--- config.mk ---
export PLATFORM = sky130hd
export DESIGN_NAME = mult_div_unit
export DESIGN_NICKNAME = d
export VERILOG_FILES = /design/src/rtl/mdu_pkg.sv /design/src/rtl/mdu_step.sv /design/src/rtl/mult_div_unit.sv
export SDC_FILE = /design/constraint.sdc
export NUM_CORES = 1
export LEC_CHECK = 0
export CAP_MARGIN = 10
export CORE_AREA = 2 2 209 211
export DETAILED_ROUTE_END_ITERATION = 16
export DIE_AREA = 0 0 211 213
export PLACE_DENSITY = 0.52
export SETUP_SLACK_MARGIN = 0.05
export SLEW_MARGIN = 10
export SYNTH_ARGS = -nofsm -noshare
export SYNTH_HDL_FRONTEND = slang
export SYNTH_SLANG_ARGS = --single-unit
export TNS_END_PERCENT = 5
--- constraint.sdc ---
create_clock -name clk -period 8.8 [get_ports clk]
set_input_delay 0.88 -clock clk [delete_from_list [all_inputs] [get_ports clk]]
set_output_delay 0.88 -clock clk [all_outputs]
set_load 0.005 [all_outputs]
--- src/rtl/mdu_pkg.sv ---
// Shared definitions for the MIPS multiply/divide unit: op codes, FSM states
// and the default datapath width.
package mdu_pkg;

  localparam int MDU_WIDTH = 32;

  typedef enum logic [1:0] {
    MDU_MULT  = 2'b00,
    MDU_MULTU = 2'b01,
    MDU_DIV   = 2'b10,
    MDU_DIVU  = 2'b11
  } mdu_op_e;

  typedef enum logic [1:0] {
    S_IDLE = 2'b00,
    S_RUN  = 2'b01,
    S_FIX  = 2'b10
  } mdu_state_e;

endpackage

--- src/rtl/mdu_step.sv ---
// One radix-2 iteration on the {acc,q} pair: shift-add for multiply,
// restoring shift-subtract for divide. Purely combinational.
module mdu_step
  import mdu_pkg::*;
#(
  parameter int WIDTH = MDU_WIDTH
) (
  input  logic [WIDTH-1:0] acc,
  input  logic [WIDTH-1:0] q,
  input  logic [WIDTH-1:0] operand,
  input  logic             is_div,
  output logic [WIDTH-1:0] acc_next,
  output logic [WIDTH-1:0] q_next
);

  logic [WIDTH:0] sum;
  logic [WIDTH:0] shifted;
  logic [WIDTH:0] diff;

  always_comb begin
    sum      = {1'b0, acc} + {1'b0, operand};
    shifted  = {acc, q[WIDTH-1]};
    diff     = shifted - {1'b0, operand};
    acc_next = acc;
    q_next   = q;
    if (is_div) begin
      // diff[WIDTH] is the borrow: partial remainder is below the divisor
      if (!diff[WIDTH]) begin
        acc_next = diff[WIDTH-1:0];
        q_next   = {q[WIDTH-2:0], 1'b1};
      end else begin
        acc_next = shifted[WIDTH-1:0];
        q_next   = {q[WIDTH-2:0], 1'b0};
      end
    end else if (q[0]) begin
      {acc_next, q_next} = {sum, q[WIDTH-1:1]};
    end else begin
      {acc_next, q_next} = {1'b0, acc, q[WIDTH-1:1]};
    end
  end

endmodule

--- src/rtl/mult_div_unit.sv ---
// Iterative mult/multu/div/divu unit holding the architectural HI/LO registers.
// Operands are made unsigned at accept; signs are reapplied in the FIX state.
module mult_div_unit
  import mdu_pkg::*;
#(
  parameter int WIDTH = MDU_WIDTH,
  parameter int CNT_W = 6
) (
  input  logic             clk,
  input  logic             reset,
  input  logic             start,
  input  logic [1:0]       op,
  input  logic [WIDTH-1:0] a,
  input  logic [WIDTH-1:0] b,
  input  logic             hi_we,
  input  logic             lo_we,
  output logic             busy,
  output logic             done,
  output logic [WIDTH-1:0] hi,
  output logic [WIDTH-1:0] lo
);

  mdu_state_e         state, state_nxt;
  logic [CNT_W-1:0]   cnt;
  logic               is_div, neg_q, neg_r, div0;
  logic [WIDTH-1:0]   acc, q, opnd;
  logic [WIDTH-1:0]   acc_step, q_step;
  logic               is_signed, last_step, accept;
  logic [WIDTH-1:0]   abs_a, abs_b;
  logic [2*WIDTH-1:0] prod, prod_fix;

  assign is_signed = ~op[0];
  // -x of the most-negative value is the same bit pattern, read as unsigned
  assign abs_a     = (is_signed && a[WIDTH-1]) ? -a : a;
  assign abs_b     = (is_signed && b[WIDTH-1]) ? -b : b;
  assign last_step = (cnt == CNT_W'(WIDTH - 1));
  assign accept    = (state == S_IDLE) && start;
  assign busy      = (state != S_IDLE);
  assign prod      = {acc, q};
  assign prod_fix  = neg_q ? -prod : prod;

  mdu_step #(.WIDTH(WIDTH)) u_step (
    .acc      (acc),
    .q        (q),
    .operand  (opnd),
    .is_div   (is_div),
    .acc_next (acc_step),
    .q_next   (q_step)
  );

  always_comb begin
    state_nxt = state;
    unique case (state)
      S_IDLE:  if (start) state_nxt = S_RUN;
      S_RUN:   if (last_step) state_nxt = S_FIX;
      S_FIX:   state_nxt = S_IDLE;
      default: state_nxt = S_IDLE;
    endcase
  end

  always_ff @(posedge clk or posedge reset) begin
    if (reset) begin
      state <= S_IDLE;
      cnt   <= '0;
      done  <= 1'b0;
    end else begin
      state <= state_nxt;
      done  <= (state == S_FIX);
      cnt   <= (state == S_RUN) ? cnt + CNT_W'(1) : '0;
    end
  end

  always_ff @(posedge clk or posedge reset) begin
    if (reset) begin
      acc    <= '0;
      q      <= '0;
      opnd   <= '0;
      is_div <= 1'b0;
      neg_q  <= 1'b0;
      neg_r  <= 1'b0;
      div0   <= 1'b0;
    end else if (accept) begin
      is_div <= op[1];
      neg_q  <= is_signed & (a[WIDTH-1] ^ b[WIDTH-1]);
      neg_r  <= is_signed & a[WIDTH-1];
      div0   <= (b == '0);
      acc    <= '0;
      q      <= op[1] ? abs_a : abs_b;
      opnd   <= op[1] ? abs_b : abs_a;
    end else if (state == S_RUN) begin
      acc <= acc_step;
      q   <= q_step;
    end
  end

  // Divide by zero leaves acc=|a|, so the remainder sign fix restores HI=a
  always_ff @(posedge clk or posedge reset) begin
    if (reset) begin
      hi <= '0;
      lo <= '0;
    end else if (state == S_FIX) begin
      if (is_div) begin
        hi <= neg_r ? -acc : acc;
        lo <= div0 ? '1 : (neg_q ? -q : q);
      end else begin
        hi <= prod_fix[2*WIDTH-1:WIDTH];
        lo <= prod_fix[WIDTH-1:0];
      end
    end else if (state == S_IDLE && !start) begin
      if (hi_we) hi <= a;
      if (lo_we) lo <= a;
    end
  end

endmodule

**After elaboration in Yosys (flattened, before gate mapping)**

Index checks and enable logic that the tools add are counted.
Widths: inputs -> output; s select.

- $add $sub $neg: 8
- Multipliers: 0
- Div/mod/pow operators: 0
- Magnitude comparators: 0
- Eq/ne operators: 5
- Shift-type cells: 0
- Muxes and demuxes: 30
- Bitwise operators: 4
- Reduce and logical (&&, ||, !) cells: 15

Operator list:

| kind | number |
|---|---|
| $mux 32 | 24 |
| $neg 32->32 | 4 |
| $mux 64 | 1 |
| $neg 64->64 | 1 |
| $add 32x32->33 | 1 |
| $sub 33x32->33 | 1 |
| $logic_not 32->1 | 1 |
| $reduce_bool 2->1 | 5 |
| $add 6x1->6 const B | 1 |
| $eq 6x5->1 const B | 1 |
| $mux 6 | 1 |
| $reduce_and 2->1 | 3 |
| $logic_and 1x1->1 | 4 |
| $mux 2 | 2 |
| $ne 2x2->1 const B | 2 |
| $pmux 2 s2 | 1 |
| $and 1x1->1 | 2 |
| $eq 2x1->1 const B | 1 |
| $eq 2x2->1 const B | 1 |
| $logic_not 2->1 | 1 |
| $logic_not 1->1 | 1 |
| $mux 1 | 1 |
| $not 1->1 | 1 |
| $xor 1x1->1 | 1 |

- Register bits after elaboration: 173
- Bits in latches: 0
- RAM bits: 0
- Bits in read-only memories: 0
- Bits of input ports: 71
- Output and inout bits: 66
- Logic and storage cells: 74
- Memories kept: 0

**Depth between registers and ports, before layout**

Gate-level depths: netlist (run 1).

- Depth in word-level cells: 5
- Depth in mapped cells: 14
- Mapped depth without buffers: 13

**By module**

From an unflattened synthesis (run 1), not the netlist that was laid out.

- Cells, all modules: 1,883
- Area, all modules: 15,300.9 um^2

Modules (own cells, without submodules):

| module | instances | cells each | area each (um^2) | sequential area each (um^2) |
|---|---|---|---|---|
| mult_div_unit | 1 | 1,203 | 10,486.3 | 4,329.2 |
| mdu_step | 1 | 680 | 4,814.6 | 0.0 |

**Least setup slack after synthesis (run 1)**

No wires, ideal clock.

- Path type: reg2reg
- From: register q[31]
- To: register acc[19]
- Library setup time: 0.121 ns
- Arrival time: 3.036 ns
- Required time: 8.679 ns
- Path slack: 5.643 ns
- Cell stages (with the launch flop): 15
- Path buffers: 1
- Period minus slack after synthesis: 3.157 ns
- Path through: dfrtp_1 > inv_1 > ha_1 > fa_1 > nand2b_1 > a21oi_1 > nor4_1 > o21ai_0 > a21oi_1 > a21oi_1 > xor2_1 > buf_2 > mux2i_1 > a21oi_1 > a22o_1

- Word-level cells in the longest chain between the ends: 5

RTL lines:

| what | RTL line | RTL |
|---|---|---|
| start, declared | mult_div_unit.sv:26 | `logic [WIDTH-1:0] acc, q, opnd;` |
| start signal, assigned | mult_div_unit.sv:88 | `q <= op[1] ? abs_a : abs_b;` |
| start signal, assigned | mult_div_unit.sv:92 | `q <= q_step;` |
| $sub 33x32->33 | mdu_step.sv:23 | `diff = shifted - {1'b0, operand};` |
| $mux 32 | mdu_step.sv:28 | `if (!diff[WIDTH]) begin` |
| $mux 32 | mdu_step.sv:26 | `if (is_div) begin` |
| $mux 32 | mult_div_unit.sv:90 | `end else if (state == S_RUN) begin` |
| $mux 32 | mult_div_unit.sv:82 | `end else if (accept) begin` |
| end signal, assigned | mult_div_unit.sv:91 | `acc <= acc_step;` |
| end, declared | mult_div_unit.sv:26 |  |

No other way between the ends. The select of a mux whose other input is x is not followed.
A chain may end at the register's enable or synchronous reset.

**Worst setup path in the final report (run 1)**

- From: register acc[1]
- To: register acc[30]

- Word-level cells in the longest chain between the ends: 5
- Elaborated cells on any way between the ends: 7
- Classes of those cells: add/sub (2); mux (5)

RTL lines:

| what | RTL line |
|---|---|
| $sub 33x32->33 or $add 32x32->33 (tied branches) | mdu_step.sv:23, mdu_step.sv:21 |
| $mux 32 (on tied branches) | mdu_step.sv:28, mdu_step.sv:35 |
| $mux 32 * | mdu_step.sv:26 |
| $mux 32 * | mult_div_unit.sv:90 |
| $mux 32 * | mult_div_unit.sv:82 |

Every way passes the cells marked *; elsewhere a longest branch is shown, timed or not. The select of a mux whose other input is x is not followed.

==> flow_summary.json, run 1 <==
{
  "grt_max_degree": 101,
  "finalCritPeriodShare_pct": 44.5,
  "yosys.area.top_type": "dfrtp_1",
  "busiest_layer": "met2",
  "slew-limit-headroom_pct": 21.3,
  "syn-num-nets": 2048,
  "use_met2_pct": 37.3,
  "grt_use_total_pct": 25.4,
  "ys_seq_area_share_pct": 29.4,
  "fin_area_mm2": 0.0171,
  "cts_setup_buffers": 0,
  "crit_type": "flip-flop to flip-flop",
  "path_max_fanout": 9,
  "cts.reportedPaths.clkPinSlew_ps": 70,
  "cp_cell_sequence": "ha_1 > a211oi_1 > o21ai_1 > a211oi_1 > o31ai_1 > a221oi_2 > o211ai_1 > or3_1 > a21oi_1 > o32ai_1",
  "cp-end-kind": "flip-flop",
  "worst_slew_pin_slew_ps": 1180,
  "maxCapViolCount": 0,
  "first_pass_iters": 6,
  "use_met3_pct": 4.84,
  "synth_cells": 1906,
  "clock_sinks": 173,
  "synth-compound-area-share_pct": 25.8,
  "slew_violations": 0,
  "final_common_cell": "nand2_1",
  "diodes": 0,
  "cts-htree-levels": 4,
  "mostFrequentLayoutCells": "239 x nand2_1, 207 x o21ai_0, 184 x nor2_1, 184 x a21oi_1, 172 x dfrtp_1",
  "power_density_mw_per_mm2": 444,
  "fmax_ghz": 0.255,
  "cts_made_buffers": 17,
  "dpl_worst_slack_ps": 4690,
  "ys.warnings.count": 0,
  "tns_ps": 0,
  "period_minus_slack_ps": 3920,
  "report.power.total_w": 0.00759,
  "gp_congestion": 0.946,
  "worst_setup_path_start_kind": "flip-flop",
  "grt_pass1_wl_mm": 85.7,
  "cp_slowest_cell": "a221oi_2",
  "cts_tree": "built",
  "required_ps": 9130,
  "worst_slack_ps": 4880,
  "placementRows": 76,
  "vias": 14600,
  "post_dp_cell_area_mm2": 0.0165,
  "synth_edf_count": 0,
  "status": "complete, no violations",
  "clk_path_buf_depth": 2,
  "avgSynthCellArea_um2": 7.72,
  "clock_skew_ps": 12.2,
  "yosys-mux-area-fraction_pct": 4.96,
  "final_util_pct": 40.0,
  "cpPeakStageDelay_ps": 540,
  "seqCellArea_mm2": 0.00433,
  "p_leak_nw": 7.05,
  "synthAdderAreaFrac_pct": 6.14,
  "core_mm2": 0.0427,
  "synth.distinct_cells": 75,
  "portBuffers": 136,
  "grt_overflow": 0,
  "cts_hold_buf": 0,
  "grt_pass1_vias": 13700,
  "ys_ff_latch": 173,
  "synth_xor_area_share_pct": 10.4,
  "antenna_found_initial": 1,
  "async_reset_ff_share_pct": 100,
  "drcViolationCount": 0,
  "synth_area_leaders": "dfrtp_1 29%, o21ai_0 7.0%, xnor2_1 6.6%",
  "clk_latency_ps": 460,
  "pin_count": 137,
  "grt_setup_unrepaired": "no",
  "synth_top_family_by_area": "compound AO/OA/AOI/OAI gates",
  "vias_per_cell": 5.78,
  "area_growth_pct": 16.1,
  "drive_gt1_share_pct": 4.54,
  "hp-class": "flip-flop to flip-flop",
  "final-setup-viol-count": 0,
  "die_x_um": 211,
  "drtIter0Drc": 1531,
  "ir_drop_v": 0.000278,
  "wl_per_cell_um": 22.5,
  "yosysTopAreaCellShare_pct": 29.4,
  "fp.dieH_um": 213,
  "synth_flop_cell": "dfrtp_1",
  "netlist_area_mm2": 0.0147,
  "clock_tree.root_cell": "clkbuf_16",
  "cts_resized": 0,
  "path_common_cell": "a211oi_1",
  "synth_simple_gate_area_share_pct": 18.7,
  "wl_mm": 56.9,
  "dieArea_mm2": 0.0449,
  "use_met1_pct": 36.9,
  "finalHoldViolCount": 0,
  "ant_nets": 0,
  "layout.nets": 2110,
  "initial_core_util_pct": 34.5,
  "multi_input_area_mm2": 0.00974,
  "arrival_ps": 4250,
  "hpwl_mm": 43.8,
  "fill_cells": 4364
}
[path summary, 6_finish.rpt]
check	endpoint	slack [ps]	cells past startpoint	startpoint
setup / recovery	acc[30]	4880	10	acc[1]
hold / removal	cnt[0]	460	1	cnt[0]
setup reg to reg	acc[30]	4880	10	acc[1]
hold reg to reg	cnt[0]	460	1	cnt[0]
max in group asynchronous	is_div	6590	3	reset
min in group asynchronous	lo[5]	850	2	reset
[registers in the layout (all words and copies together), names as in the netlist]
register  count
done          1
is_div        1
state         2
div0          1
hi           32
neg_r         1
cnt           6
q            32
acc          32
lo           32
neg_q         1
opnd         32
[critical path, delay by kind of cell (launching register included)]
family | cells | cell delay [ps]
and+or+nand+nor | 1 | 420
adders and majority gates | 1 | 360
DFF | 1 | 500
AOI/OAI and AO/OA | 8 | 2510
[per-layer routing]
layer	share of wire, %	up-vias	wire length, µm
met1	47	6973	26800
met5	0	-	0
met2	42	611	24000
met3	7.5	83	4290
li1	-	6947	-
met4	3.2	0	1840
[layout make-up]
type                    instances  share of cell area (%)
multi-input cells            1555                    57.0
flip-flops and latches        173                    25.3
repair buffers                157                    8.85
well taps                     546                    4.00
clock buffers                  18                    2.51
inverters                      64                    1.43
clock inverters                14                   0.893
[report_power, final]
| group | internal, W | switching, W | leakage, nW |
|---|---|---|---|
| registers | 0.00117 | 0.000645 | 2.14 |
| logic | 0.00218 | 0.00280 | 4.62 |
| clock network | 0.000403 | 0.000383 | 0.281 |
[through the flow]
step	hold slack, ps	std cells
after global placement	448	2495
final	463	2527
after detailed placement	453	2495
after CTS	463	2527
after global routing	502	2527
after floorplan	433	1906
[cells by family after synthesis]
family	count (synthesis)
AOI/OAI and AO/OA	638
xor gates and xnor gates	174
adders and majority gates	71
buffers and inverters	178
DFF	173
muxes	72
and+or+nand+nor	600
[synth_stat cells, types with 14 or more instances]
cell type / number
nand2_1: 240
ha_1: 69
a21oi_1: 184
o22ai_1: 41
a31oi_1: 31
mux2i_1: 65
xor2_1: 63
a211oi_1: 14
o211ai_1: 17
dfrtp_1: 173
xnor2_1: 111
a21o_1: 23
o221ai_1: 16
clkbuf_1: 99
o31ai_1: 24
nor2_1: 184
o21ai_0: 207
nand3_1: 27
inv_1: 62
nor3_1: 35
nand2b_1: 20
(Power assumes the default switching activity.)
==> inputs of run 2 (changes only) <==
PLACE_DENSITY = 0.53   (was 0.52)
clock period = 3.35 ns   (was 8.8 ns; I/O delays follow)
==> run 2 against run 1 <==
- highest routed layer unchanged
- first-iteration DRC count is 1.0% lower
- sequential power is 130% higher
- register-to-register slack worse by 4700 ps
- die area stayed put
- cell area is 7.7% higher
- hold slack worse by 140 ps
- largest cell class unchanged
- critical path depth is 4 higher
==> flow_summary.json, run 2 (synthesized netlist as in run 1, its figures left out) <==
{
  "status": "complete, no violations",
  "switching_power_w": 0.0107,
  "p_seq_share_pct": 19.0,
  "period_minus_slack_ps": 3180,
  "area_growth_pct": 25.1,
  "reg2reg_from": "acc[0]",
  "grt_pass1_wl_mm": 87.6,
  "cp_slowest_cell": "dfrtp_1",
  "fill_cells": 4312,
  "initial_core_util_pct": 34.5,
  "required_ps": 3700,
  "clock_skew_ps": 14.5,
  "final_common_cell": "nand2_1",
  "clk_path_buf_depth": 2,
  "dieArea_mm2": 0.0449,
  "seqCellArea_mm2": 0.00433,
  "cpPeakStageDelay_ps": 440,
  "pin_count": 137,
  "placementRows": 76,
  "layout.nets": 2254,
  "worst_slew_pin_slew_ps": 753,
  "path_buf_inv": 2,
  "power_density_mw_per_mm2": 1190,
  "vias": 15300,
  "drive_gt1_share_pct": 12.2,
  "p_leak_nw": 7.79,
  "mostFrequentLayoutCells": "239 x nand2_1, 205 x o21ai_0, 184 x nor2_1",
  "gp_congestion": 0.939,
  "slew-limit-headroom_pct": 49.8,
  "worst_slack_ps": 170,
  "grt_use_total_pct": 25.9,
  "maxCapViolCount": 0,
  "core_mm2": 0.0427,
  "report.power.total_w": 0.0219,
  "dpl_worst_slack_ps": -235,
  "cts.reportedPaths.clkPinSlew_ps": 70,
  "ant_nets": 0,
  "cts-htree-levels": 4,
  "finalCritPeriodShare_pct": 94.9,
  "switching_share_pct": 48.6,
  "cp-end-kind": "flip-flop",
  "hp-class": "input port to async pin",
  "worst_setup_path_start_kind": "flip-flop",
  "arrival_ps": 3530,
  "wl_per_cell_um": 22.1,
  "finalHoldViolCount": 0,
  "slew_violations": 0,
  "die_x_um": 211,
  "ir_drop_v": 0.000553,
  "vias_per_cell": 5.74,
  "clock_tree.root_cell": "clkbuf_16",
  "final-setup-viol-count": 0,
  "clk_latency_ps": 470,
  "multi_input_area_mm2": 0.00990,
  "path_delay_family": "compound AO/OA/AOI/OAI gates",
  "crit_type": "flip-flop to flip-flop",
  "portBuffers": 136,
  "diodes": 0,
  "path_max_fanout": 4,
  "cts_made_buffers": 17,
  "intPower_w": 0.0113,
  "grt_pass1_vias": 14100,
  "grt_setup_unrepaired": "yes",
  "grt_overflow": 0,
  "drtIter0Drc": 1515,
  "cp_cell_sequence": "ha_4 > inv_2 > fa_2 > nor2b_2 > o21a_1 > a311o_1 > a211oi_2 > buf_4 > o22ai_4 > or3_4 > a221oi_4 > xor2_1 > o21ai_1 > a22o_1",
  "hpwl_mm": 45.9,
  "grt_max_degree": 109,
  "fp.dieH_um": 213,
  "cp-startpoint": "acc[0]",
  "wl_mm": 59.1,
  "first_pass_iters": 6,
  "power.share.clock_pct": 9.6,
  "cts_tree": "built",
  "clock_sinks": 173,
  "fmax_ghz": 0.314,
  "antenna_found_initial": 0,
  "drcViolationCount": 0,
  "combinationalPowerShare_pct": 71.4
}
## run 2: changes by cell type in the layout (fill, tap and decap cells not counted), sizes merged
cell      change
buf         +144
clkinvlp      +2
clkinv        -1
inv           -1
## run 2: timing repair
item                       in CTS  in global routing
hold buffers                    0                  0
gates resized for setup         8                 29
pin swaps                       2                 13
cloned                          1                  0
setup endpoints to repair      17                 33
buffers inserted                2                  3
## run 2: cell type report
cell class	instances	area share, %
flip-flops and latches	173	23.5
well taps	546	3.71
inverters	64	1.32
multi-input cells	1555	53.8
clock buffers	18	2.38
clock inverters	14	0.795
repair buffers	301	14.5
## run 2: final timing paths
check	end	slack, ps	cells past startpoint
max	acc[19]	170	14
min	lo[17]	320	3
max reg2reg	acc[19]	170	14
min reg2reg	cnt[0]	460	1
max in group asynchronous	is_div	2430	3
min in group clk	cnt[0]	460	1
## run 2: power by group through the flow
stage                     combinational [W]  sequential, W  clock (W)
after global routing                 0.0171        0.00426    0.00220
after global placement               0.0147        0.00415          0
after detailed placement             0.0147        0.00418          0
after CTS                            0.0151        0.00413    0.00212
final                                0.0157        0.00416    0.00210
after floorplan                     0.00972        0.00393          0
## run 2: worst min-delay path, delay by kind of cell
kind | cells | cell delay (ps)
buffers and inverters | 3 | 870
## run 2: layer usage
metal	vias up	part of all wire, %	global-route usage (%)
li1	7237	-	-
met1	7399	47	38.1
met2	604	42	37.6
met4	0	3.9	10.5
met3	102	6.8	4.22
met5	-	0	0
## run 2: per-stage QoR
step | area (µm²) | TNS [ps] | hold slack (ps) | utilization, % | instances
2_1_floorplan | 14700 | 0 | 431 | - | 1906
3_3_place_gp | 17600 | -1180 | 450 | 41.2 | 2633
3_5_place_dp | 17600 | -1550 | 454 | 41.2 | 2633
4_1_cts | 18300 | 0 | 358 | 42.8 | 2668
5_1_grt | 18400 | 0 | 366 | 43.1 | 2671
6_report | 18400 | 0 | 319 | 43.1 | 2671
